**src/rtl/bcd_reverse_transfer_pkg.sv**
```systemverilog
// Shared definitions for the BCD-to-binary reverse-transfer converter.
// Holds the controller state type, the datapath sizing constants and the
// digit-legality helper used when an operand is accepted.
package bcd_reverse_transfer_pkg;

   // Controller states
   typedef enum logic [1:0] {
      ST_IDLE  = 2'd0,
      ST_SHIFT = 2'd1,
      ST_SIGN  = 2'd2,
      ST_DONE  = 2'd3
   } state_e;

   // Width of the binary magnitude (0..99 fits in 7 bits)
   localparam int unsigned BIN_W = 7;

   // Number of shift/adjust iterations needed to drain two BCD digits
   localparam int unsigned ITER_COUNT = 7;

   // Digit correction after each right shift: values >= 8 lose 3
   localparam logic [3:0] BCD_ADJ_THRESH = 4'd8;
   localparam logic [3:0] BCD_ADJ_SUB    = 4'd3;

   // Largest legal BCD digit
   localparam logic [3:0] BCD_DIGIT_MAX = 4'd9;

   // True when a 4-bit code is a legal decimal digit
   function automatic logic is_bcd_digit(input logic [3:0] digit);
      return (digit <= BCD_DIGIT_MAX);
   endfunction

endpackage : bcd_reverse_transfer_pkg

```
**src/rtl/bcd_reverse_transfer_if.sv**
```systemverilog
// Handshake bundle for bcd_reverse_transfer.
//   Input side : in_valid/in_ready with operand in_sign, in_tens, in_ones.
//   Output side: out_valid/out_ready with result (8-bit two's complement)
//                and err (illegal BCD digit seen).
// The slave modport is the converter; the master modport is its
// environment (operand source and result sink together).
interface bcd_reverse_transfer_if;

   logic       in_valid;
   logic       in_ready;
   logic       in_sign;
   logic [3:0] in_tens;
   logic [3:0] in_ones;
   logic       out_valid;
   logic       out_ready;
   logic [7:0] result;
   logic       err;

   modport slave (
      input  in_valid,
      input  in_sign,
      input  in_tens,
      input  in_ones,
      input  out_ready,
      output in_ready,
      output out_valid,
      output result,
      output err
   );

   modport master (
      output in_valid,
      output in_sign,
      output in_tens,
      output in_ones,
      output out_ready,
      input  in_ready,
      input  out_valid,
      input  result,
      input  err
   );

endinterface : bcd_reverse_transfer_if

```
**src/rtl/bcd_reverse_transfer_digit_adjust.sv**
```systemverilog
// bcd_digit_adjust: single-digit correction step of the reverse
// double-dabble conversion. After a right shift, a digit that received
// the carried-in bit from the digit above reads 8 too high in its MSB
// position where it should be worth 5; subtracting 3 restores it.
//   digit_in  : 4-bit shifted digit
//   digit_out : corrected digit
module bcd_digit_adjust
   import bcd_reverse_transfer_pkg::*;
(
   input  logic [3:0] digit_in,
   output logic [3:0] digit_out
);

   // Conditional subtract of the correction constant
   always_comb begin
      digit_out = digit_in;
      if (digit_in >= BCD_ADJ_THRESH) begin
         digit_out = digit_in - BCD_ADJ_SUB;
      end else begin
         digit_out = digit_in;
      end
   end

endmodule : bcd_digit_adjust

```
**src/rtl/bcd_reverse_transfer.sv**
```systemverilog
// bcd_reverse_transfer: converts a signed two-digit BCD operand into an
// 8-bit two's-complement value using the shift-right / subtract-3
// (reverse double-dabble) algorithm.
//   clk   : rising-edge clock
//   rst_n : asynchronous active-low reset
//   bus   : operand input handshake and result output handshake
// A legal operand takes 7 shift cycles plus one sign cycle, so the result
// appears 8 cycles after acceptance; an illegal operand goes straight to
// DONE with err set. One operation at a time: in_ready is high only in IDLE.
module bcd_reverse_transfer
   import bcd_reverse_transfer_pkg::*;
(
   input  logic                 clk,
   input  logic                 rst_n,
   bcd_reverse_transfer_if.slave bus
);

   localparam int unsigned SREG_W    = 8 + BIN_W;
   localparam logic [2:0]  LAST_ITER = 3'(ITER_COUNT - 1);

   state_e            state_q,     state_d;
   logic [2:0]        cnt_q,       cnt_d;
   logic [SREG_W-1:0] sreg_q,      sreg_d;
   logic              sign_q,      sign_d;
   logic [7:0]        result_q,    result_d;
   logic              err_q,       err_d;
   logic              out_valid_q, out_valid_d;
   logic              in_ready_q,  in_ready_d;

   logic              accept_s;
   logic [SREG_W-1:0] shifted_s;
   logic [3:0]        tens_adj_s;
   logic [3:0]        ones_adj_s;
   logic [SREG_W-1:0] iter_s;
   logic [7:0]        mag_s;

   assign accept_s  = bus.in_valid & in_ready_q;

   // One iteration: shift {tens,ones,bin} right, then correct each digit
   assign shifted_s = {1'b0, sreg_q[SREG_W-1:1]};

   bcd_digit_adjust u_adj_tens (
      .digit_in  (shifted_s[SREG_W-1 -: 4]),
      .digit_out (tens_adj_s)
   );

   bcd_digit_adjust u_adj_ones (
      .digit_in  (shifted_s[BIN_W+3 -: 4]),
      .digit_out (ones_adj_s)
   );

   assign iter_s = {tens_adj_s, ones_adj_s, shifted_s[BIN_W-1:0]};
   assign mag_s  = {1'b0, sreg_q[BIN_W-1:0]};

   // Next-state and datapath load logic
   always_comb begin
      state_d  = state_q;
      cnt_d    = cnt_q;
      sreg_d   = sreg_q;
      sign_d   = sign_q;
      result_d = result_q;
      err_d    = err_q;

      case (state_q)
         ST_IDLE: begin
            if (accept_s) begin
               sign_d = bus.in_sign;
               if (is_bcd_digit(bus.in_tens) && is_bcd_digit(bus.in_ones)) begin
                  state_d = ST_SHIFT;
                  cnt_d   = 3'd0;
                  sreg_d  = {bus.in_tens, bus.in_ones, {BIN_W{1'b0}}};
               end else begin
                  // Illegal digit: report immediately, no conversion
                  state_d  = ST_DONE;
                  result_d = 8'h00;
                  err_d    = 1'b1;
               end
            end else begin
               state_d = ST_IDLE;
            end
         end

         ST_SHIFT: begin
            sreg_d = iter_s;
            if (cnt_q == LAST_ITER) begin
               cnt_d   = 3'd0;
               state_d = ST_SIGN;
            end else begin
               cnt_d   = cnt_q + 3'd1;
            end
         end

         ST_SIGN: begin
            // Negating zero yields zero, so -0 needs no special case
            if (sign_q) begin
               result_d = 8'd0 - mag_s;
            end else begin
               result_d = mag_s;
            end
            err_d   = 1'b0;
            state_d = ST_DONE;
         end

         ST_DONE: begin
            if (bus.out_ready) begin
               state_d = ST_IDLE;
            end else begin
               state_d = ST_DONE;
            end
         end

         default: begin
            state_d = ST_IDLE;
            cnt_d   = 3'd0;
         end
      endcase

      // Handshake flags registered alongside the state they reflect
      in_ready_d  = (state_d == ST_IDLE);
      out_valid_d = (state_d == ST_DONE);
   end

   // State and datapath registers
   always_ff @(posedge clk or negedge rst_n) begin
      if (!rst_n) begin
         state_q     <= ST_IDLE;
         cnt_q       <= 3'd0;
         sreg_q      <= {SREG_W{1'b0}};
         sign_q      <= 1'b0;
         result_q    <= 8'h00;
         err_q       <= 1'b0;
         out_valid_q <= 1'b0;
         in_ready_q  <= 1'b1;
      end else begin
         state_q     <= state_d;
         cnt_q       <= cnt_d;
         sreg_q      <= sreg_d;
         sign_q      <= sign_d;
         result_q    <= result_d;
         err_q       <= err_d;
         out_valid_q <= out_valid_d;
         in_ready_q  <= in_ready_d;
      end
   end

   assign bus.in_ready  = in_ready_q;
   assign bus.out_valid = out_valid_q;
   assign bus.result    = result_q;
   assign bus.err       = err_q;

endmodule : bcd_reverse_transfer

```
**src/flat_wrapper.sv**
```systemverilog
// flat-port wrapper written by rule: the top's interface ports become plain ports
module bcd_reverse_transfer_flat import bcd_reverse_transfer_pkg::*;
  (clk, rst_n, bus_in_valid, bus_in_sign, bus_in_tens, bus_in_ones, bus_out_ready, bus_in_ready, bus_out_valid, bus_result, bus_err);
  bcd_reverse_transfer_if bus_i ();
  input  logic clk;
  input  logic rst_n;
  input wire logic [$bits(bus_i.in_valid)-1:0] bus_in_valid;
  input wire logic [$bits(bus_i.in_sign)-1:0] bus_in_sign;
  input wire logic [$bits(bus_i.in_tens)-1:0] bus_in_tens;
  input wire logic [$bits(bus_i.in_ones)-1:0] bus_in_ones;
  input wire logic [$bits(bus_i.out_ready)-1:0] bus_out_ready;
  output wire logic [$bits(bus_i.in_ready)-1:0] bus_in_ready;
  output wire logic [$bits(bus_i.out_valid)-1:0] bus_out_valid;
  output wire logic [$bits(bus_i.result)-1:0] bus_result;
  output wire logic [$bits(bus_i.err)-1:0] bus_err;
  assign bus_i.in_valid = bus_in_valid;
  assign bus_i.in_sign = bus_in_sign;
  assign bus_i.in_tens = bus_in_tens;
  assign bus_i.in_ones = bus_in_ones;
  assign bus_i.out_ready = bus_out_ready;
  assign bus_in_ready = bus_i.in_ready;
  assign bus_out_valid = bus_i.out_valid;
  assign bus_result = bus_i.result;
  assign bus_err = bus_i.err;
  bcd_reverse_transfer u_core (.clk(clk), .rst_n(rst_n), .bus(bus_i));
endmodule
```
**config.mk**
```make
export PLATFORM = sky130hd
export DESIGN_NAME = bcd_reverse_transfer_flat
export DESIGN_NICKNAME = d
export VERILOG_FILES = /design/src/rtl/bcd_reverse_transfer_pkg.sv /design/src/rtl/bcd_reverse_transfer_if.sv /design/src/rtl/bcd_reverse_transfer_digit_adjust.sv /design/src/rtl/bcd_reverse_transfer.sv /design/src/flat_wrapper.sv
export SDC_FILE = /design/constraint.sdc
export NUM_CORES = 1
export LEC_CHECK = 0
export BUFFER_PORTS_ARGS = -buffer_cell sky130_fd_sc_hd__buf_2
export CORE_ASPECT_RATIO = 1.2
export CORE_MARGIN = 1
export CORE_UTILIZATION = 25
export CTS_CLUSTER_SIZE = 14
export DETAILED_ROUTE_END_ITERATION = 16
export SYNTH_ARGS = -nofsm -noshare
export SYNTH_HDL_FRONTEND = slang
export SYNTH_SLANG_ARGS = --single-unit
export TNS_END_PERCENT = 30
```
**constraint.sdc**
```tcl
create_clock -name clk -period 1.77 [get_ports clk]
set_input_delay 0.2655 -clock clk [delete_from_list [all_inputs] [get_ports clk]]
set_output_delay 0.2655 -clock clk [all_outputs]
set_load 0.02 [all_outputs]
```
After elaboration in Yosys (flattened, before gate mapping)
Cells that the tools add are included.

operators by class
  add/subtract/negate cells = 4
  $lt $le $gt $ge = 4
  eq/ne operators = 8
  multiplexer cells = 21
  bitwise logic cells = 1
  reductions and logical operators = 8

operator list
  operator                                               number
  2-to-1 mux 15 bit                                      2
  case mux 15 bit (2 select lines)                       1
  2-to-1 mux 8 bit                                       3
  case mux 8 bit (2 select lines)                        1
  2-to-1 mux 3 bit                                       3
  <= comparator 4 bit, second input constant             2
  2-to-1 mux 2 bit                                       4
  2-to-1 mux 4 bit                                       2
  case mux 2 bit (4 select lines)                        1
  subtractor 1 x 7 -> 8 bit, first input constant        1
  == test 2 bit, second input constant                   3
  case mux 3 bit (2 select lines)                        1
  AND reduction 3 bit                                    2
  >= comparator 3 x 4 -> 1 bit, second input constant    1
  >= comparator 4 bit, second input constant             1
  zero test 2 bit                                        2
  inequality test 2 x 1 -> 1 bit, second input constant  2
  nonzero test 2 bit                                     2
  subtractor 3 x 2 -> 4 bit, second input constant       1
  subtractor 4 x 2 -> 4 bit, second input constant       1
  adder 3 x 1 -> 3 bit, second input constant            1
  == test 3 bit, second input constant                   1
  == test 2 x 1 -> 1 bit, second input constant          1
  2-to-1 mux 1 bit                                       2
  5 further kinds                                        5

storage, ports and cells
  flip-flop bits (word level) = 32
  input bits = 13
  output and inout bits = 11
  logic and storage cells = 54

Longest topological paths before layout
Gate-level depths: netlist (run 1).

  word-level depth = 6
  gate-level depth with buffers = 6
  mapped depth without buffers = 6

Modules after synthesis
Synthesis (run 1) repeated with hierarchy kept, for this count alone.

unflattened totals
  cells, all modules = 161
  area, all modules = 1635.3 um2

modules (own cells, without submodules)
  module                times used  cells an instance  area an instance (um2)  seq. area each (um2)
  bcd_reverse_transfer  1           139                1482.7                  802.0
  bcd_digit_adjust      2           11                 76.3                    0.0

Least setup slack after synthesis (run 1)
Ideal clock, no wire load.

  kind = register -> register
  start point = reg u_core.in_ready_q (netlist: u_core.bus.in_ready)
  end point = reg u_core.sreg_q[10]
  library setup time = 87 ps
  arrival = 1537 ps
  data required time = 1683 ps
  path slack = 146 ps
  cell stages (with the launch flop) = 5
  buffers on the path = 0
  period minus slack after synthesis = 1624 ps
  cells stage by stage = dfstp_2 > and2_1 > nand3_1 > or4b_1 > o211ai_1

between the ends
  longest elaborated chain between the ends = 3

ends and longest elaborated chain
  item                                             line                         RTL
  start, declared                                  bcd_reverse_transfer.sv:28   logic in_ready_q, in_ready_d;
  start signal, assigned                           bcd_reverse_transfer.sv:142  in_ready_q <= in_ready_d;
  bitwise AND 1 bit                                bcd_reverse_transfer.sv:37   assign accept_s = bus.in_valid & in_ready_q;
  inequality test 2 x 1 -> 1 bit (no source line)  n/a
  AND reduction 3 bit (no source line)             n/a
  end signal, assigned                             bcd_reverse_transfer.sv:128  sreg_q <= {SREG_W{1'b0}};
  end signal, assigned                             bcd_reverse_transfer.sv:137  sreg_q <= sreg_d;
  end, declared                                    bcd_reverse_transfer.sv:23   logic [SREG_W-1:0] sreg_q, sreg_d;

Every way passes these cells.
A chain may end at the register's enable or synchronous reset.

Final worst setup path (run 1)
  start point = reg u_core.sreg_q[0]
  end point = reg u_core.result_q[7] (netlist: u_core.bus.result[7])

between the ends
  longest elaborated chain between the ends = 3

ends and longest elaborated chain
  item                             line                         RTL
  subtractor 1 x 7 -> 8 bit        bcd_reverse_transfer.sv:96   result_d = 8'd0 - mag_s;
  2-to-1 mux 8 bit                 bcd_reverse_transfer.sv:95   if (sign_q) begin
  case mux 8 bit (2 select lines)  bcd_reverse_transfer.sv:64   case (state_q)
  end signal, assigned             bcd_reverse_transfer.sv:139  result_q <= result_d;
  end, declared                    bcd_reverse_transfer.sv:25   logic [7:0] result_q, result_d;

Every way passes these cells.

==> flow_summary.toml, run 1 <==
[run_status]
status = "complete, no violations"

[synthesis]
seq_area_frac_synth_pct = 49.96
yosys_warnings = 0
synth-seq-cells = 32
synth_edf_count = 0
syn-cell-area_mm2 = 0.001605
avgSynthCellArea_um2 = 10.49
yosys-top-cells-area = "dfrtp_1 (48%), a22o_1 (4.4%), nand2b_1 (3.1%), xnor2_1 (2.7%), ha_1 (2.3%)"
netlist_instances = 153
async_flop_share_pct = 100.0
yosysTopAreaCell = "dfrtp_1"
ys.flop_type = "dfrtp_1"
synthDistinctLibCells = 42
synth_nets = 169
synth_top_area_share_pct = 48.32

[clocking]
cts_setup_buffers = 0
cts_buffer_depth = 2
clk_latency_ns = 0.29
ctsHoldBuffers = 0
htree_levels = 2
cts_tree = "yes"
clock-sinks = 32
cts.clk_slew.worst_paths_ns = 0.07
clockRootBuffer = "clkbuf_8"
cts_resized = 0
cts_made_buffers = 5

[timing]
max_freq_mhz = 595.6
drv_slew = 0
tightest_slew_ns = 0.7079
fin_setup_tns_ns = 0
setup_viol_count_final = 0
clock_skew_ns = 0.006624
final.min_clock_period_ns = 1.679
finalHoldViolCount = 0
period_share_pct = 94.85
rsz0062_at_grt = "false"
maxSlewHeadroom_pct = 52.81

[floorplanning]
dieArea_mm2 = 0.006747
chipHeight_um = 89.78
rows = 31
boundaryPins = 24
die-width_um = 75.15
start_util_pct = 26.19
fp.coreArea_mm2 = 0.006128

[drt]
initialDrtViolationCount = 23
vias = 1275
drtAntennaViolNets = 0
drt_first_pass_iters = 4
drc = 0
totalWireLength_um = 3423
avgRoutedWirePerCell_um = 12.82
viasPerCell = 4.775

[cells_and_area]
layout_common_cells = "dfrtp_1 (31), buf_2 (23), buf_4 (11)"
final_common_cell = "dfrtp_1"
areaGrowthSynthToFinish_pct = 22.91
post-route-util_pct = 32.20
num_antenna_cells = 0
layout.nets = 200
drive_gt1_share_pct = 26.49

[placement]
place.gp.congestion = 0.7379
portBuffers = 23
dpl.hpwl_um = 2453

[power]
ir_worst_vdd_uv = 543.8
power.density_mw_per_mm2 = 1914
leakage_nw = 0.8949

[global_routing]
grt_usage_pct = 11.35
grt_pass1_wl_um = 5830
grt_pass1_vias = 1283
grt_max_degree = 33
grt-ovfl-total = 0
antenna_found_initial = 0

[critical_path]
cp-start-kind = "register"
end_kind = "register"
r2r_cells = 3
cp_data_arrival_time_ns = 1.86
path_class = "reg -> reg"
crit_required_ns = 1.95
r2r_slack_ns = 0.09
cp_max_fo = 3

[min_path]
hp-class = "in -> async"

[job]
drv_cap = 0
## per-layer routing
metal,global-route usage (%),wire length [µm],vias to the layer above
met1,14.18,1623,620
met5,0,0,-
met4,5.093,71,0
met2,17.72,1597,26
met3,3.363,130,9
li1,-,-,620
## report_power, final
part / total, W / switching, W / internal (W)
registers: 0.00140 / 0.000339 / 0.00106
clock network: 0.000691 / 0.000274 / 0.000417
logic: 0.00169 / 0.000829 / 0.000857
total: 0.00378 / 0.00144 / 0.00234
## critical path, stage by stage, from the launching register on
cell and delay (ns):
dfrtp_1 0.38, or3_1 0.41, or4b_1 0.51, a32o_1 0.26
## state kept, by name, indices dropped and copies added (netlist names)
register              count
u_core.bus.err            1
u_core.bus.in_ready       1
u_core.bus.out_valid      1
u_core.bus.result         8
u_core.cnt_q              3
u_core.sign_q             1
u_core.sreg_q            15
u_core.state_q            2
## synth_stat cells (2+ instances only)
master    count
a21oi_1       5
a22o_1        8
a22o_2        2
a31oi_1       2
buf_2         2
clkbuf_1      8
dfrtp_1      31
ha_1          3
inv_1         4
mux2_2        2
mux2i_1       3
nand2_1      10
nand2b_1      8
nand3_1       2
nor2_1        8
nor2b_1       5
o211ai_1      2
o21a_1        2
o21ai_0       5
o21ai_1       2
o22a_1        4
o22ai_1       5
o31a_1        3
o31ai_1       3
or4b_1        2
xnor2_1       5
xor2_1        2
## kinds of logic after synthesis
| group | Yosys count | share of synthesized area, % |
|---|---|---|
| adder cells (fa/ha/maj) | 3 | 2.339 |
| multiplexers | 5 | 3.274 |
| AND/OR/NAND/NOR | 43 | 14.42 |
| flip-flops | 32 | 49.96 |
| XOR/XNOR | 7 | 3.819 |
| buffers and inverters | 14 | 3.429 |
| AO/OA/AOI/OAI | 49 | 22.76 |
## cell type report
type                       count  area (µm²)
fill                         669        4155
sequential                    32       802.0
multi-input combinational    107       748.2
timing repair buffer          34       197.7
tap                           82       102.6
clock buffer                   6       72.57
clock inverter                 2       35.03
inverter                       4       15.01
## final timing paths
| kind | startpoint | end |
|---|---|---|
| max in group asynchronous | rst_n | u_core.cnt_q[0] |
| worst max register to register | u_core.sreg_q[0] | u_core.bus.result[7] |
| worst max-delay path | u_core.sreg_q[0] | u_core.bus.result[7] |
| worst min-delay path | rst_n | u_core.bus.result[1] |
| worst min register to register | u_core.bus.err | u_core.bus.err |
| min in group clk | bus_out_ready | u_core.bus.out_valid |
## per-stage QoR
stage                     setup slack, ns  cell area, µm²  cells  hold WS [ns]  power [W]
after floorplan                    0.1462            1605    153      -0.03009   0.002610
after global placement             0.1430            1866    259        0.3609   0.003074
after detailed placement           0.1212            1866    259        0.3615   0.003109
after CTS                          0.1113            1973    267       0.04656   0.003826
after global routing              0.03564            1973    267       0.08311   0.004097
final                             0.09108            1973    267       0.02133   0.003777
(Power assumes the default switching activity.)
==> inputs of run 2 (changes only) <==
- CORE_UTILIZATION: 25 -> 58
- CTS_BUF_LIST: not set -> sky130_fd_sc_hd__clkbuf_2 sky130_fd_sc_hd__clkbuf_4 sky130_fd_sc_hd__clkbuf_8
- PLACE_DENSITY: not set -> 0.81
==> flow_summary.toml, run 2 (synthesis results as in run 1) <==
[power]
power.total_w = 0.003552
power.density_mw_per_mm2 = 1907
leakage_nw = 0.8699
ir_worst_vdd_uv = 1207

[timing]
tightest_slew_ns = 0.7176
rsz0062_at_grt = "false"
clock_skew_ns = 0.005749
fin_ws_ns = 0.09408
max_freq_mhz = 596.7
finalHoldViolCount = 0
period_share_pct = 94.68
drv_slew = 0
fin_setup_tns_ns = 0
setup_viol_count_final = 0
maxSlewHeadroom_pct = 52.16
final.min_clock_period_ns = 1.676

[clocking]
clk_latency_ns = 0.34
cts_made_buffers = 5
clock-sinks = 32
cts_tree = "yes"
cts_buffer_depth = 2
cts.clk_slew.worst_paths_ns = 0.10
clockRootBuffer = "clkbuf_4"
htree_levels = 2

[global_routing]
grt_pass1_vias = 1266
grt_usage_pct = 26.89
grt_max_degree = 33
antenna_found_initial = 0
grt-ovfl-total = 0
grt_pass1_wl_um = 5740

[min_path]
worstHoldEndpoint = "u_core.bus.out_valid"
hp-class = "in -> reg"
min-delay-start = "bus_out_ready"
holdPathStages = 2

[critical_path]
r2r_cells = 3
r2r_end = "u_core.bus.result[7]"
cp_max_fo = 3
cp-start-kind = "register"
cp_data_arrival_time_ns = 1.91
crit_required_ns = 2.00
path_class = "reg -> reg"
end_kind = "register"
reg2reg_from = "u_core.sreg_q[0]"
r2r_slack_ns = 0.09

[cells_and_area]
largest_reg_flops = 15
drive_gt1_share_pct = 26.23
layout_common_cells = "dfrtp_1 (31), buf_2 (23), nand2_1 (10)"
post-route-util_pct = 72.28
fill_cells = 179
areaGrowthSynthToFinish_pct = 16.06
num_antenna_cells = 0
layout.nets = 198
largest-register = "u_core.sreg_q"
final_common_cell = "dfrtp_1"

[floorplanning]
rows = 20
dieArea_mm2 = 0.002983
start_util_pct = 62.28
boundaryPins = 24
fp.coreArea_mm2 = 0.002577
die-width_um = 50.03
chipHeight_um = 59.63

[drt]
totalWireLength_um = 3289
initialDrtViolationCount = 30
vias = 1268
drt_first_pass_iters = 4
viasPerCell = 5.870
drc = 0
drtAntennaViolNets = 0
avgRoutedWirePerCell_um = 15.23

[run_status]
status = "complete, no violations"

[placement]
preCtsSetupSlack_ns = 0.06151
dpl.hpwl_um = 2354
place.gp.congestion = 0.7936
portBuffers = 23

[job]
drv_cap = 0
## run 2: area by class of cell
| class | count | area (µm²) | area share (%) |
|---|---|---|---|
| inverters | 4 | 15.01 | 0.8059 |
| multi-input cells | 107 | 753.2 | 40.43 |
| clock buffers | 8 | 66.31 | 3.559 |
| repair buffers | 32 | 185.2 | 9.940 |
| flip-flops and latches | 32 | 802.0 | 43.05 |
| well taps | 33 | 41.29 | 2.216 |
## run 2: metrics by stage
step | std cells | cell area (µm²) | hold WS [ns]
finish | 216 | 1863 | 0.1258
detailed placement | 207 | 1782 | 0.3574
CTS | 216 | 1858 | 0.1063
global route | 216 | 1863 | 0.1229
floorplan | 153 | 1605 | -0.03009
global placement | 207 | 1782 | 0.3371
## run 2: worst max path at each step
| stage | start | end | slack (ns) | cells past startpoint |
|---|---|---|---|---|
| 2_1_floorplan | u_core.bus.in_ready | u_core.sreg_q[10] | 0.15 | 4 |
| 3_3_place_gp | u_core.sreg_q[0] | u_core.bus.result[7] | 0.15 | 3 |
| 3_5_place_dp | u_core.bus.in_ready | u_core.sreg_q[10] | 0.06 | 4 |
| 4_1_cts | u_core.bus.in_ready | u_core.sreg_q[10] | 0.05 | 4 |
| 5_1_grt | u_core.bus.in_ready | u_core.cnt_q[1] | 0.02 | 4 |
| 6_report | u_core.sreg_q[0] | u_core.bus.result[7] | 0.09 | 3 |
## run 2: worst max-delay path, stage by stage (launching register included)
cell     delay, ns
dfrtp_1       0.40
or3_1         0.39
or4b_1        0.52
a32o_1        0.27
## run 2: power breakdown
part	total, W	internal (W)	switching (W)	leakage, nW
logic	0.00166	0.000838	0.000826	0.428
registers	0.00141	0.00106	0.000354	0.402
clock network	0.000477	0.000226	0.000250	0.0394
## run 2: timing repair
action,4_1_cts,5_1_grt
hold buffers,1,0
hold endpoints to repair,31,0
setup endpoints to repair,0,1
resized for setup,0,1
setup buffers,0,0
## run 2: layer usage
layer  wire length, µm  GRT usage (%)  share of wire, %
met5                 0              0                 0
met4                55          10.61               1.7
met3               127          8.718               3.9
met2              1743          48.38                53
met1              1363          28.95                41
==> inputs of run 3 (changes only) <==
- CORE_UTILIZATION: 58 -> 55
- CTS_BUF_LIST: sky130_fd_sc_hd__clkbuf_2 sky130_fd_sc_hd__clkbuf_4 sky130_fd_sc_hd__clkbuf_8 -> sky130_fd_sc_hd__clkbuf_16
- PLACE_DENSITY: 0.81 -> 0.77
==> flow_summary.toml, run 3 (synthesis results as in run 1) <==
[drt]
drtAntennaViolNets = 0
totalWireLength_um = 3347
viasPerCell = 5.823
drc = 0
vias = 1252
drt_first_pass_iters = 4
avgRoutedWirePerCell_um = 15.57
initialDrtViolationCount = 39

[timing]
tightest_slew_ns = 0.6997
drv_slew = 0
final.min_clock_period_ns = 1.662
rsz0062_at_grt = "false"
setup_viol_count_final = 0
finalHoldViolCount = 0
fin_setup_tns_ns = 0
max_freq_mhz = 601.5
clock_skew_ns = 0.007385
period_share_pct = 93.92
maxSlewHeadroom_pct = 53.35

[critical_path]
crit_required_ns = 1.93
slowest_delay_ns = 0.51
path_cells = "or3_1, or4b_1, a32o_1"
cp_data_arrival_time_ns = 1.82
cp_slowest_cell = "or4b_1"
end_kind = "register"
cp-start-kind = "register"
path_class = "reg -> reg"
cp_max_fo = 3

[clocking]
cts_tree = "yes"
cts.clk_slew.worst_paths_ns = 0.05
clockRootBuffer = "clkbuf_16"
htree_levels = 2
cts_buffer_depth = 2
clock-sinks = 32
cts_made_buffers = 5
clk_latency_ns = 0.27

[power]
leakage_nw = 0.8972
p_sw_share_pct = 37.96
intPower_w = 0.002402
seqPwrFrac_pct = 36.4
ir_worst_vdd_uv = 1242
pwr-share-clk_pct = 20.3
combPwrFrac_pct = 43.3
switching_power_w = 0.001469
power.density_mw_per_mm2 = 2014

[placement]
dpl.cell_count = 208
place.gp.congestion = 0.7691
portBuffers = 23
dpl.hpwl_um = 2369

[global_routing]
antenna_found_initial = 0
grt_max_degree = 33
grtUsageMet3_pct = 8.148
met1_usage_pct = 25.40
grt-ovfl-total = 0
busiest_layer = "met2"
met2_usage_pct = 47.18
grt_pass1_wl_um = 5444
grt_usage_pct = 25.03
grt_pass1_vias = 1231

[floorplanning]
die-width_um = 51.32
chipHeight_um = 61.18
dieArea_mm2 = 0.003139
boundaryPins = 24
fp.coreArea_mm2 = 0.002785
start_util_pct = 57.64
rows = 21

[cells_and_area]
fin_cells = 215
layout.nets = 197
largest_reg_flops = 15
final_common_cell = "dfrtp_1"
num_antenna_cells = 0
areaGrowthSynthToFinish_pct = 19.72
largest-register = "u_core.sreg_q"
drive_gt1_share_pct = 25.41
layout_common_cells = "dfrtp_1 (31), buf_2 (23), nand2_1 (10)"

[job]
drv_cap = 0

[min_path]
hp-class = "in -> async"

[run_status]
status = "complete, no violations"
## run 3: cell types whose count changed in the layout (fill, tap and decap cells not counted), sizes merged
cell	delta
clkinv	+1
dlygate4sd3	-1
clkbuf	-3
inv	+1
## run 3: layer usage
metal | part of all wire (%) | vias up
li1 | - | 614
met1 | 41 | 598
met2 | 54 | 31
met3 | 2.9 | 9
met4 | 2.4 | 0
met5 | 0 | -
## run 3: cell type report
type	count	area, µm²
clock buffers	5	125.1
clock inverters	2	8.758
fillers	229	863.3
inverters	4	15.01
multi-input cells	107	753.2
flip-flops and latches	32	802.0
well taps	34	42.54
repair buffers	31	175.2
## run 3: final timing paths
path,startpoint,to,slack [ns],cells after the start
min in group clk,bus_out_ready,u_core.bus.out_valid,0.21,2
max reg2reg,u_core.sreg_q[0],u_core.bus.result[7],0.11,3
max,u_core.sreg_q[0],u_core.bus.result[7],0.11,3
max in group asynchronous,rst_n,u_core.state_q[1],1.28,1
min reg2reg,u_core.bus.result[7],u_core.bus.result[7],0.49,1
min,rst_n,u_core.bus.result[2],0.04,1
## run 3: critical path: cells and delay by family, from the launching register on
family,cells,cell delay [ns]
AND/OR/NAND/NOR,2,0.90
flip-flops,1,0.39
AO/OA/AOI/OAI,1,0.26
## run 3: metrics by stage
| stage | cell area [µm²] | utilization, % | hold slack [ns] | worst slack [ns] | power (W) |
|---|---|---|---|---|---|
| 2_1_floorplan | 1605 | - | -0.03009 | 0.1462 | 0.002610 |
| 4_1_cts | 1917 | 68.82 | 0.06105 | 0.06875 | 0.003890 |
| 5_1_grt | 1922 | 69.00 | 0.09499 | 0.02322 | 0.004167 |
| 3_3_place_gp | 1783 | 64.02 | 0.3398 | 0.1531 | 0.003001 |
| 3_5_place_dp | 1783 | 64.02 | 0.3509 | 0.09953 | 0.003088 |
| 6_report | 1922 | 69.00 | 0.03775 | 0.1075 | 0.003871 |
## run 3: power groups by stage
stage,Sequential [W],Combinational (W),Clock (W)
floorplan,0.00140,0.00121,0
global placement,0.00139,0.00161,0
detailed placement,0.00141,0.00168,0
CTS,0.00141,0.00169,0.000796
global route,0.00146,0.00187,0.000835
finish,0.00141,0.00168,0.000788
## run 3: repair_timing
item | in CTS | in global routing
hold endpoints to repair | 0 | 0
gates resized for setup | 0 | 1
hold buffers | 0 | 0
setup endpoints to repair | 0 | 1
setup buffers | 0 | 0
